**src/rtl/uart_cmd_ctrl_pkg.sv**
```systemverilog
// Shared types and constants for the UART command sequencer.
package uart_ctrl_pkg;

    typedef enum logic [3:0] {
        ST_IDLE,
        ST_GET_ADDR,
        ST_CHECK,
        ST_REQ,
        ST_WAIT_SENS,
        ST_SEND0,
        ST_WAIT0,
        ST_SEND1,
        ST_WAIT1
    } state_e;

    localparam logic [7:0] ERR_CMD         = 8'hFF;
    localparam logic [7:0] ERR_ADDR        = 8'hFE;
    localparam logic [7:0] ERR_TIMEOUT     = 8'hFD;
    localparam logic [7:0] DEFAULT_MAX_CMD = 8'h06;

endpackage

```
**src/rtl/uart_cmd_ctrl_if.sv**
```systemverilog
// Bundle of receiver, sensor and transmitter signals around the command sequencer.
interface uart_cmd_ctrl_if;

    logic       rx_done;
    logic [7:0] rx_data;
    logic       sensor_req;
    logic [7:0] sensor_cmd;
    logic [4:0] sensor_addr;
    logic       sensor_ready;
    logic [7:0] sensor_status;
    logic [7:0] sensor_value;
    logic       tx_start;
    logic [7:0] tx_data;
    logic       tx_busy;
    logic       busy;

    // The sequencer is the master: it owns the sensor request bus and tx strobe.
    modport master (
        input  rx_done, rx_data, sensor_ready, sensor_status, sensor_value, tx_busy,
        output sensor_req, sensor_cmd, sensor_addr, tx_start, tx_data, busy
    );

    modport slave (
        output rx_done, rx_data, sensor_ready, sensor_status, sensor_value, tx_busy,
        input  sensor_req, sensor_cmd, sensor_addr, tx_start, tx_data, busy
    );

endinterface

```
**src/rtl/uart_cmd_ctrl_byte_event_det.sv**
```systemverilog
// Rising-edge detector on the receiver's byte-available level, with byte pass-through.
module byte_event_det (
    input  logic       clk_i,
    input  logic       reset_i,
    input  logic       rx_done_i,
    input  logic [7:0] rx_data_i,
    output logic       event_o,
    output logic [7:0] data_o
);

    logic rxDonePrev_q;

    // Resets high so a level already present at reset release is not an event.
    always_ff @(posedge clk_i) begin
        if (reset_i) begin
            rxDonePrev_q <= 1'b1;
        end else begin
            rxDonePrev_q <= rx_done_i;
        end
    end

    assign event_o = rx_done_i & ~rxDonePrev_q;
    assign data_o  = rx_data_i;

endmodule

```
**src/rtl/uart_cmd_ctrl.sv**
```systemverilog
// Collects {command, address} bytes, validates them, queries the sensor unit
// under a timeout and returns a two-byte response through the UART transmitter.
module uart_cmd_ctrl
    import uart_ctrl_pkg::*;
#(
    parameter int         NUM_SENSORS    = 32,
    parameter logic [7:0] MAX_CMD        = DEFAULT_MAX_CMD,
    parameter int         BYTE_TIMEOUT   = 5_208_000,
    parameter int         SENSOR_TIMEOUT = 50_000_000
) (
    input  logic            clk_i,
    input  logic            reset_i,
    uart_cmd_ctrl_if.master bus
);

    localparam int CNT_MAX = (BYTE_TIMEOUT > SENSOR_TIMEOUT) ? BYTE_TIMEOUT : SENSOR_TIMEOUT;
    localparam int CNT_W   = $clog2(CNT_MAX + 1);

    localparam logic [CNT_W-1:0] BYTE_LIMIT = CNT_W'(BYTE_TIMEOUT - 1);
    localparam logic [CNT_W-1:0] SENS_LIMIT = CNT_W'(SENSOR_TIMEOUT - 1);
    localparam logic [CNT_W-1:0] CNT_SAT    = '1;
    localparam logic [CNT_W-1:0] CNT_ONE    = CNT_W'(1);
    localparam logic [8:0]       ADDR_LIMIT = 9'(NUM_SENSORS);

    logic       byteEvent;
    logic [7:0] byteData;

    state_e           state_q, state_d;
    logic [CNT_W-1:0] cnt_q, cnt_d;
    logic [7:0]       cmdByte_q, cmdByte_d;
    logic [7:0]       addrByte_q, addrByte_d;
    logic [7:0]       resp0_q, resp0_d;
    logic [7:0]       resp1_q, resp1_d;
    logic             seenBusy_q, seenBusy_d;
    logic             sensorReq;
    logic             txStart;
    logic             holdReq;

    byte_event_det u_byte_event_det (
        .clk_i     (clk_i),
        .reset_i   (reset_i),
        .rx_done_i (bus.rx_done),
        .rx_data_i (bus.rx_data),
        .event_o   (byteEvent),
        .data_o    (byteData)
    );

    always_ff @(posedge clk_i) begin
        if (reset_i) begin
            state_q    <= ST_IDLE;
            cnt_q      <= '0;
            cmdByte_q  <= '0;
            addrByte_q <= '0;
            resp0_q    <= '0;
            resp1_q    <= '0;
            seenBusy_q <= 1'b0;
        end else begin
            state_q    <= state_d;
            cnt_q      <= cnt_d;
            cmdByte_q  <= cmdByte_d;
            addrByte_q <= addrByte_d;
            resp0_q    <= resp0_d;
            resp1_q    <= resp1_d;
            seenBusy_q <= seenBusy_d;
        end
    end

    // One counter serves both the inter-byte and the sensor timeout; it saturates.
    always_comb begin
        state_d    = state_q;
        cnt_d      = (cnt_q == CNT_SAT) ? cnt_q : cnt_q + CNT_ONE;
        cmdByte_d  = cmdByte_q;
        addrByte_d = addrByte_q;
        resp0_d    = resp0_q;
        resp1_d    = resp1_q;
        seenBusy_d = seenBusy_q;
        sensorReq  = 1'b0;
        txStart    = 1'b0;

        case (state_q)
            ST_IDLE: begin
                if (byteEvent) begin
                    cmdByte_d = byteData;
                    cnt_d     = '0;
                    state_d   = ST_GET_ADDR;
                end
            end
            ST_GET_ADDR: begin
                if (byteEvent) begin
                    addrByte_d = byteData;
                    state_d    = ST_CHECK;
                end else if (cnt_q == BYTE_LIMIT) begin
                    state_d = ST_IDLE;
                end
            end
            ST_CHECK: begin
                if (cmdByte_q > MAX_CMD) begin
                    resp0_d = ERR_CMD;
                    resp1_d = 8'h00;
                    state_d = ST_SEND0;
                end else if ({1'b0, addrByte_q} >= ADDR_LIMIT) begin
                    resp0_d = ERR_ADDR;
                    resp1_d = 8'h00;
                    state_d = ST_SEND0;
                end else begin
                    state_d = ST_REQ;
                end
            end
            ST_REQ: begin
                sensorReq = 1'b1;
                cnt_d     = '0;
                state_d   = ST_WAIT_SENS;
            end
            ST_WAIT_SENS: begin
                if (bus.sensor_ready) begin
                    resp0_d = bus.sensor_status;
                    resp1_d = bus.sensor_value;
                    state_d = ST_SEND0;
                end else if (cnt_q == SENS_LIMIT) begin
                    resp0_d = ERR_TIMEOUT;
                    resp1_d = 8'h00;
                    state_d = ST_SEND0;
                end
            end
            ST_SEND0: begin
                if (!bus.tx_busy) begin
                    txStart    = 1'b1;
                    seenBusy_d = 1'b0;
                    state_d    = ST_WAIT0;
                end
            end
            ST_WAIT0: begin
                if (bus.tx_busy) begin
                    seenBusy_d = 1'b1;
                end else if (seenBusy_q) begin
                    state_d = ST_SEND1;
                end
            end
            ST_SEND1: begin
                if (!bus.tx_busy) begin
                    txStart    = 1'b1;
                    seenBusy_d = 1'b0;
                    state_d    = ST_WAIT1;
                end
            end
            ST_WAIT1: begin
                if (bus.tx_busy) begin
                    seenBusy_d = 1'b1;
                end else if (seenBusy_q) begin
                    state_d = ST_IDLE;
                end
            end
            default: begin
                state_d = ST_IDLE;
            end
        endcase
    end

    // Held outputs read zero outside a transaction so reset clears them at once.
    assign holdReq = (state_q == ST_REQ)   || (state_q == ST_WAIT_SENS) ||
                     (state_q == ST_SEND0) || (state_q == ST_WAIT0) ||
                     (state_q == ST_SEND1) || (state_q == ST_WAIT1);

    assign bus.sensor_req  = sensorReq;
    assign bus.tx_start    = txStart;
    assign bus.sensor_cmd  = holdReq ? cmdByte_q : 8'h00;
    assign bus.sensor_addr = holdReq ? addrByte_q[4:0] : 5'd0;
    assign bus.tx_data     = ((state_q == ST_SEND0) || (state_q == ST_WAIT0)) ? resp0_q :
                             ((state_q == ST_SEND1) || (state_q == ST_WAIT1)) ? resp1_q : 8'h00;
    assign bus.busy        = (state_q != ST_IDLE) && (state_q != ST_GET_ADDR);

endmodule
```
**src/flat_wrapper.sv**
```systemverilog
// flat-port wrapper written by rule: the top's interface ports become plain ports
module uart_cmd_ctrl_flat import uart_ctrl_pkg::*;
#(
    parameter int         NUM_SENSORS    = 32,
    parameter logic [7:0] MAX_CMD        = DEFAULT_MAX_CMD,
    parameter int         BYTE_TIMEOUT   = 5_208_000,
    parameter int         SENSOR_TIMEOUT = 50_000_000
)
  (clk_i, reset_i, bus_rx_done, bus_rx_data, bus_sensor_ready, bus_sensor_status, bus_sensor_value, bus_tx_busy, bus_sensor_req, bus_sensor_cmd, bus_sensor_addr, bus_tx_start, bus_tx_data, bus_busy);
  uart_cmd_ctrl_if bus_i ();
  input  logic clk_i;
  input  logic reset_i;
  input wire logic [$bits(bus_i.rx_done)-1:0] bus_rx_done;
  input wire logic [$bits(bus_i.rx_data)-1:0] bus_rx_data;
  input wire logic [$bits(bus_i.sensor_ready)-1:0] bus_sensor_ready;
  input wire logic [$bits(bus_i.sensor_status)-1:0] bus_sensor_status;
  input wire logic [$bits(bus_i.sensor_value)-1:0] bus_sensor_value;
  input wire logic [$bits(bus_i.tx_busy)-1:0] bus_tx_busy;
  output wire logic [$bits(bus_i.sensor_req)-1:0] bus_sensor_req;
  output wire logic [$bits(bus_i.sensor_cmd)-1:0] bus_sensor_cmd;
  output wire logic [$bits(bus_i.sensor_addr)-1:0] bus_sensor_addr;
  output wire logic [$bits(bus_i.tx_start)-1:0] bus_tx_start;
  output wire logic [$bits(bus_i.tx_data)-1:0] bus_tx_data;
  output wire logic [$bits(bus_i.busy)-1:0] bus_busy;
  assign bus_i.rx_done = bus_rx_done;
  assign bus_i.rx_data = bus_rx_data;
  assign bus_i.sensor_ready = bus_sensor_ready;
  assign bus_i.sensor_status = bus_sensor_status;
  assign bus_i.sensor_value = bus_sensor_value;
  assign bus_i.tx_busy = bus_tx_busy;
  assign bus_sensor_req = bus_i.sensor_req;
  assign bus_sensor_cmd = bus_i.sensor_cmd;
  assign bus_sensor_addr = bus_i.sensor_addr;
  assign bus_tx_start = bus_i.tx_start;
  assign bus_tx_data = bus_i.tx_data;
  assign bus_busy = bus_i.busy;
  uart_cmd_ctrl #(.NUM_SENSORS(NUM_SENSORS), .MAX_CMD(MAX_CMD), .BYTE_TIMEOUT(BYTE_TIMEOUT), .SENSOR_TIMEOUT(SENSOR_TIMEOUT)) u_core (.clk_i(clk_i), .reset_i(reset_i), .bus(bus_i));
endmodule
```
**config.mk**
```make
export PLATFORM = sky130hd
export DESIGN_NAME = uart_cmd_ctrl_flat
export DESIGN_NICKNAME = d
export VERILOG_FILES = /design/src/rtl/uart_cmd_ctrl_pkg.sv /design/src/rtl/uart_cmd_ctrl_if.sv /design/src/rtl/uart_cmd_ctrl_byte_event_det.sv /design/src/rtl/uart_cmd_ctrl.sv /design/src/flat_wrapper.sv
export SDC_FILE = /design/constraint.sdc
export NUM_CORES = 1
export LEC_CHECK = 0
export CORE_AREA = 4 4 82 84
export DETAILED_ROUTE_END_ITERATION = 7
export DIE_AREA = 0 0 86 88
export PLACE_DENSITY = 0.78
export SETUP_SLACK_MARGIN = 0.15
export SYNTH_ARGS = -nofsm -noshare
export SYNTH_HDL_FRONTEND = slang
export SYNTH_SLANG_ARGS = --single-unit
```
**constraint.sdc**
```tcl
create_clock -name clk_i -period 3.1 [get_ports clk_i]
set_clock_uncertainty 0.1 [all_clocks]
set_input_delay 0.62 -clock clk_i [delete_from_list [all_inputs] [get_ports clk_i]]
set_output_delay 0.62 -clock clk_i [all_outputs]
set_load 0.005 [all_outputs]
```
==> out/metrics.yaml <==
drt:
  via_count: 2766
  remaining_drc_errors: 0
  drt_iter0_markers: 109
  drtPass1Iterations: 4
  drt-vias-per-instance: 5.49
  wirelength_mm: 7.17
  detail-route-antenna-nets: 0
  post_drt_wl_per_cell_um: 14.2
finish:
  area_delta_synth_final_pct: 27.1
  commonest_cells_after_routing_fill_and_taps_aside: "sky130_fd_sc_hd__nor2_1 (65), sky130_fd_sc_hd__dfxtp_1 (63), sky130_fd_sc_hd__clkdlybuf4s50_1 (52)"
  leading_cell_type_in_the_layout_fill_and_taps_excluded: "sky130_fd_sc_hd__nor2_1"
  insertedDiodeCount: 0
  design.final.nets: 455
  finish.cell_count_without_fillers: 504
  final_layout_size_suffix_gt1_share_pct: 12.4
logic_synthesis:
  synthesis.area_per_instance_um2: 8.45
  synthMuxAreaShare_pct: 5.78
  synth-adder-area-share_pct: 0.401
  synth_edf_count: 0
  synth-simple-area-share_pct: 31.0
  yosysSeqAreaShare_pct: 41.1
  synth_top_family_by_area: "simple AND/OR/NAND/NOR gates"
  synth_cell_type_count: 51
  post_synth_xor_area_fraction_pct: 5.33
  yosys_register_bits: 64
  syn_nets: 399
  synthArstFlopShare_pct: 0
  synth-compound-area-share_pct: 13.1
  syn-cell-area_um2: 3120
  ys_dominant_reg_cell: "sky130_fd_sc_hd__dfxtp_1"
  synth-warning-count: 0
  synthesis.instances: 369
placed_design:
  io_buffers: 52
  dp_hpwl_mm: 5.07
  gp_congestion: 0.857
  placed_cells: 485
critical_path:
  worst-setup-path-type: "reg2out"
  critical_path_cell_count: 7
  critPathMostFrequentCell: "sky130_fd_sc_hd__buf_4"
  worst_setup_path_end_kind: "primary output"
  worstRegToRegCells: 7
  startpoint_type: "flip-flop"
  critPathTopFamily: "buffers and inverters"
  worst_ep_arrival_time_ns: 2.16
  critPathSlowestCell: "sky130_fd_sc_hd__clkdlybuf4s50_1"
  critical_path.max_stage_delay_ns: 0.53
  worst_ep_required_time_ns: 2.38
  crit_fanout: 16
  cp_num_buf_inv: 3
  critical_path_cell_sequence: "buf_4 > nor2_2 > nand3b_1 > buf_4 > o21ai_2 > and2_1 > clkdlybuf4s50_1"
power:
  clock_power_share_pct: 36.7
  power_density_nw_per_um2: 469
  p_leak_uw: 0.00151
  irDropWorstVdd_mv: 0.323
  power_frac_seq_pct: 47.1
  combPwrFrac_pct: 16.2
  netSwitchingPower_uw: 483
  power_report.internal_total_uw: 1380
  netSwitchingFraction_pct: 26.0
floorplan:
  num_rows: 28
  die_height_um: 88
  floorplan.initialDensity_pct: 52.7
  core_region_area_um2: 5920
  total_die_area_um2: 7570
  design.portCount: 53
  floorplan.die.width_um: 86
timing:
  fin_crit_sh_pct: 92.9
  max_freq_ghz: 0.347
  report.final.hold_viol_count: 0
  slew_headroom_pct: 60.6
  grt_setup_unrepaired: "no"
  hold_slack_ns: 0.386
  timing.final.setup_violations: 0
  report.final.slew_viol_count: 0
  slew_at_the_pin_closest_to_its_max_slew_limit_ns: 0.588
  fin_tns_setup_ns: 0
  finalWorstPathRequiredPeriod_ns: 2.88
cts:
  root_buffer: "sky130_fd_sc_hd__clkbuf_8"
  numCtsBuffers: 9
  worstSkewPairLatency_ns: 0.34
  postCtsHoldBufs: 0
  cts_tree: "yes"
  clkSlewWorstSetupHoldPaths_ns: 0.07
  cts_buffer_depth: 2
  cts_htree_levels: 3
  cts_sinks: 64
grt:
  grt_first_pass_wirelength_mm: 11.8
  grt_start_max_net_pins: 19
  grt.overflow.total: 0
  first_global_vias: 2576
  grt_use_total_pct: 19.6
  antenna_found_initial: 0
hold_path:
  min-delay-path-class: "reg2reg"
  min_delay_path_depth: 1
job:
  maxCapViolCount: 0
status:
  run_status: "complete, no violations"
==> cells in the mapped netlist (4+ instances only) <==
cell type                   n  share of area (%)
sky130_fd_sc_hd__o21ai_0    8                1.3
sky130_fd_sc_hd__dfxtp_1   64                 41
sky130_fd_sc_hd__a211oi_1   4               0.96
sky130_fd_sc_hd__or3_1      9                1.8
sky130_fd_sc_hd__nand3_1   13                2.1
sky130_fd_sc_hd__nor2b_1    4               0.80
sky130_fd_sc_hd__or4_1      4               0.96
sky130_fd_sc_hd__nor2_1    66                7.9
sky130_fd_sc_hd__and2_1    15                3.0
sky130_fd_sc_hd__xor2_1     8                2.2
sky130_fd_sc_hd__nand2_1   23                2.8
sky130_fd_sc_hd__nor3_1    12                1.9
sky130_fd_sc_hd__xnor2_1   11                3.1
sky130_fd_sc_hd__nand4_1    9                1.8
sky130_fd_sc_hd__nor4_1     7                1.4
sky130_fd_sc_hd__a22o_2     8                2.6
sky130_fd_sc_hd__a22o_1     7                2.0
sky130_fd_sc_hd__clkbuf_1  18                2.2
sky130_fd_sc_hd__nand3b_1   4               0.96
sky130_fd_sc_hd__a21oi_1   13                2.1
sky130_fd_sc_hd__mux2i_1   18                5.8
==> power by group through the flow <==
stage / clock network, uW / logic (uW) / registers [uW]
floorplan: 0 / 196 / 888
global placement: 0 / 284 / 894
detailed placement: 0 / 289 / 894
CTS: 704 / 292 / 876
global route: 740 / 336 / 881
finish: 683 / 301 / 876
==> state kept, by name, indices dropped and copies added (netlist names) <==
name	cells
u_core.cmdByte_q	8
u_core.resp0_q	8
u_core.resp1_q	8
u_core.state_q	4
u_core.addrByte_q	8
u_core.u_byte_event_det.rxDonePrev_q	1
u_core.cnt_q	26
u_core.seenBusy_q	1
==> worst reg2reg max path, stage by stage (launching register included) <==
cell and delay (ns):
sky130_fd_sc_hd__dfxtp_1 0.39, sky130_fd_sc_hd__ha_1 0.21, sky130_fd_sc_hd__nand4_1 0.17, sky130_fd_sc_hd__or4_1 0.64, sky130_fd_sc_hd__a21oi_1 0.37, sky130_fd_sc_hd__nand3_1 0.20, sky130_fd_sc_hd__or3_1 0.34, sky130_fd_sc_hd__a21oi_1 0.15
==> metrics by stage <==
stage               util [%]  worst slack [ns]  power (uW)  instance area, um^2
finish                  67.0             0.219        1860                 3970
global route            67.0             0.150        1960                 3970
CTS                     66.1             0.152        1870                 3910
detailed placement      62.8             0.274        1180                 3720
global placement        62.8             0.278        1180                 3720
floorplan                  -             0.707        1080                 3120
==> per-layer routing <==
layer | track usage [%] | wire length [um] | up-vias
li1 | - | - | 1417
met1 | 23.8 | 3180 | 1278
met2 | 32.1 | 3510 | 57
met3 | 7.15 | 369 | 14
met4 | 7.19 | 112 | 0
met5 | 0 | 0 | -
==> cell families after synthesis <==
group                    Yosys count
flip-flops                        64
AND/OR/NAND/NOR                  186
adder cells (fa/ha/maj)            1
XOR/XNOR                          19
multiplexers                      18
AO/OA/AOI/OAI                     57
buffers and inverters             24
==> path summary, 6_finish.rpt <==
| kind | startpoint | endpoint | slack, ns |
|---|---|---|---|
| hold / removal | u_core.resp1_q[3] | u_core.resp1_q[3] | 0.39 |
| setup / recovery | u_core.state_q[1] | bus_sensor_cmd[1] | 0.22 |
| hold reg to reg | u_core.resp1_q[3] | u_core.resp1_q[3] | 0.39 |
| setup reg to reg | u_core.cnt_q[0] | u_core.cnt_q[18] | 0.48 |
==> what timing repair did <==
item	CTS	global route
buffers inserted	0	3
resized for setup	3	6
gates cloned	0	1
endpoints found under the setup margin	20	20
==> cell type report <==
cell class	count	area [um^2]
repair buffers	65	618
fillers	493	1960
inverters	3	11.3
clock inverters	4	45.0
clock buffers	11	141
flip-flops and latches	64	1280
multi-input cells	282	1770
well taps	75	93.8
Note: power is estimated with default switching activity, not from simulation.
==> patch (same flow settings) <==
`SENSOR_TIMEOUT` is set to 50_000_000 in 2 places; all go to 25_000_000.
--- a/src/rtl/uart_cmd_ctrl.sv
+++ b/src/rtl/uart_cmd_ctrl.sv
@@ -6,7 +6,7 @@
     parameter int         NUM_SENSORS    = 32,
     parameter logic [7:0] MAX_CMD        = DEFAULT_MAX_CMD,
     parameter int         BYTE_TIMEOUT   = 5_208_000,
-    parameter int         SENSOR_TIMEOUT = 50_000_000
+    parameter int         SENSOR_TIMEOUT = 25_000_000
 ) (
     input  logic            clk_i,
     input  logic            reset_i,
--- a/src/flat_wrapper.sv
+++ b/src/flat_wrapper.sv
@@ -4,7 +4,7 @@
     parameter int         NUM_SENSORS    = 32,
     parameter logic [7:0] MAX_CMD        = DEFAULT_MAX_CMD,
     parameter int         BYTE_TIMEOUT   = 5_208_000,
-    parameter int         SENSOR_TIMEOUT = 50_000_000
+    parameter int         SENSOR_TIMEOUT = 25_000_000
 )
   (clk_i, reset_i, bus_rx_done, bus_rx_data, bus_sensor_ready, bus_sensor_status, bus_sensor_value, bus_tx_busy, bus_sensor_req, bus_sensor_cmd, bus_sensor_addr, bus_tx_start, bus_tx_data, bus_busy);
   uart_cmd_ctrl_if bus_i ();
Behaviour: no difference found for any inputs over 10 cycles, from zero or initial values and one cycle with reset_i high; that may be too few to reach the edited logic, so the function may still have changed.
==> patch against the original RTL <==
Wire length increased by 5.3%. Synthesized cell count shrank 4.3%. Synthesized area up 1.1%. Sequential cell count shrank 1. Cell area rose by 0.63%. Setup slack gained 0.078 ns. Critical path type unchanged.
Power is not compared: it rests on default switching activity, and its combinational part moved more than twofold at a synthesized area within 25%.
==> patch: results (changes against the original RTL) <==
Placed Area=0.003765 mm^2 (was 0.003717 mm^2); xor-xnor portion of the synthesized cell area=3.610% (was 5.335%); M3 GR Usage=4.516% (was 7.150%); synth top area cells=dfxtp_1, mux2i_1, nor2_1, a22o_1, and2_1 (was dfxtp_1, nor2_1, mux2i_1, xnor2_1, and2_1); status=finished clean (unchanged); Post-Place Worst Slack=0.3486 ns (was 0.2735 ns); Fill cells=495 (was 493); pin count of the biggest net entering global routing=26 (was 19); total track usage=20.65% (was 19.65%); Final HPWL DP=5404 um (was 5068 um); met1 global-route usage=25.14% (was 23.82%); grt met2 use=35.39% (was 32.10%); Avg Inst Size Synth=8.936 um^2 (was 8.453 um^2); Avg WL per Cell=15.51 um (was 14.23 um); unique cell type count in the Yosys netlist=58 (was 51); Seq/Total Area, Yosys=39.98% (was 41.08%); Routed WL=7551 um (was 7172 um); layout cells sized above 1=9.709% (was 12.35%); top cells by count, synth=dfxtp_1, nor2_1, nand2_1 (was nor2_1, dfxtp_1, nand2_1); Peak Freq=356.7 MHz (was 347.1 MHz); R2R Setup Slk=0.52 ns (was 0.48 ns); crit path capture=bus_tx_data[2] (was bus_sensor_cmd[1]); initial detailed-routing violation count=113 (was 109); Data arrival, critical path=2.08 ns (was 2.16 ns); met3 WL=258 um (was 369 um); mux share of post-synthesis cell area=7.299% (was 5.776%); Worst R2R End=u_core.resp0_q[7] (was u_core.cnt_q[18]); Largest register FFs=25 (was 26); Slew HR=29.18% (was 60.63%); Syn Nets=383 (was 399); Max FO, Critical Path=10 (was 16); area fraction in compound gates after synthesis=19.16% (was 13.12%); WL met1=3417 um (was 3178 um); placed insts=472 (was 485); Post-Synth Adder-Cell Area=0.3967% (was 0.4011%)
patch: critical path, cell delays in order, from the launching register on:
cell and delay, ns:
dfxtp_1 0.52, nand3_1 0.19, o21ai_2 0.34, a22o_1 0.20
clkdlybuf4s50_1 0.50
patch: cell type report:
| type | count | area [um^2] | area share [%] |
|---|---|---|---|
| Clock inverter | 4 | 70.07 | 1.756 |
| Inverter | 5 | 18.77 | 0.4704 |
| Timing Repair Buffer | 62 | 595.6 | 14.93 |
| Sequential cell | 63 | 1264 | 31.67 |
| Clock buffer | 11 | 141.4 | 3.543 |
| Tap cell | 75 | 93.84 | 2.352 |
| Multi-Input combinational cell | 267 | 1807 | 45.28 |
patch: per-stage QoR:
stage          hold slack (ns)  utilization (%)
3_5_place_dp            0.3610            63.59
2_1_floorplan           0.3350                -
5_1_grt                 0.4041            67.39
3_3_place_gp            0.3625            63.59
6_report                0.3843            67.39
4_1_cts                 0.3889            67.22
patch: power by group:
| group | switching [mW] | internal, mW | total, mW |
|---|---|---|---|
| combinational | 0.0542 | 0.0652 | 0.119 |
| clock | 0.311 | 0.468 | 0.779 |
| sequential | 0.0130 | 0.822 | 0.835 |
patch: how the worst min path moves through the flow:
stage / start / endpoint / cells after the start
2_1_floorplan: u_core.resp0_q[0] / u_core.resp0_q[0] / 2
3_3_place_gp: u_core.resp0_q[0] / u_core.resp0_q[0] / 2
3_5_place_dp: u_core.resp0_q[0] / u_core.resp0_q[0] / 2
4_1_cts: u_core.resp1_q[3] / u_core.resp1_q[3] / 1
5_1_grt: u_core.resp1_q[1] / u_core.resp1_q[1] / 1
6_report: u_core.resp1_q[3] / u_core.resp1_q[3] / 1
patch: repair_timing:
action,CTS,global route
pin swaps,0,0
resized for setup,1,4
hold endpoints to repair,0,0
cloned,0,0
endpoints found under the setup margin,7,21
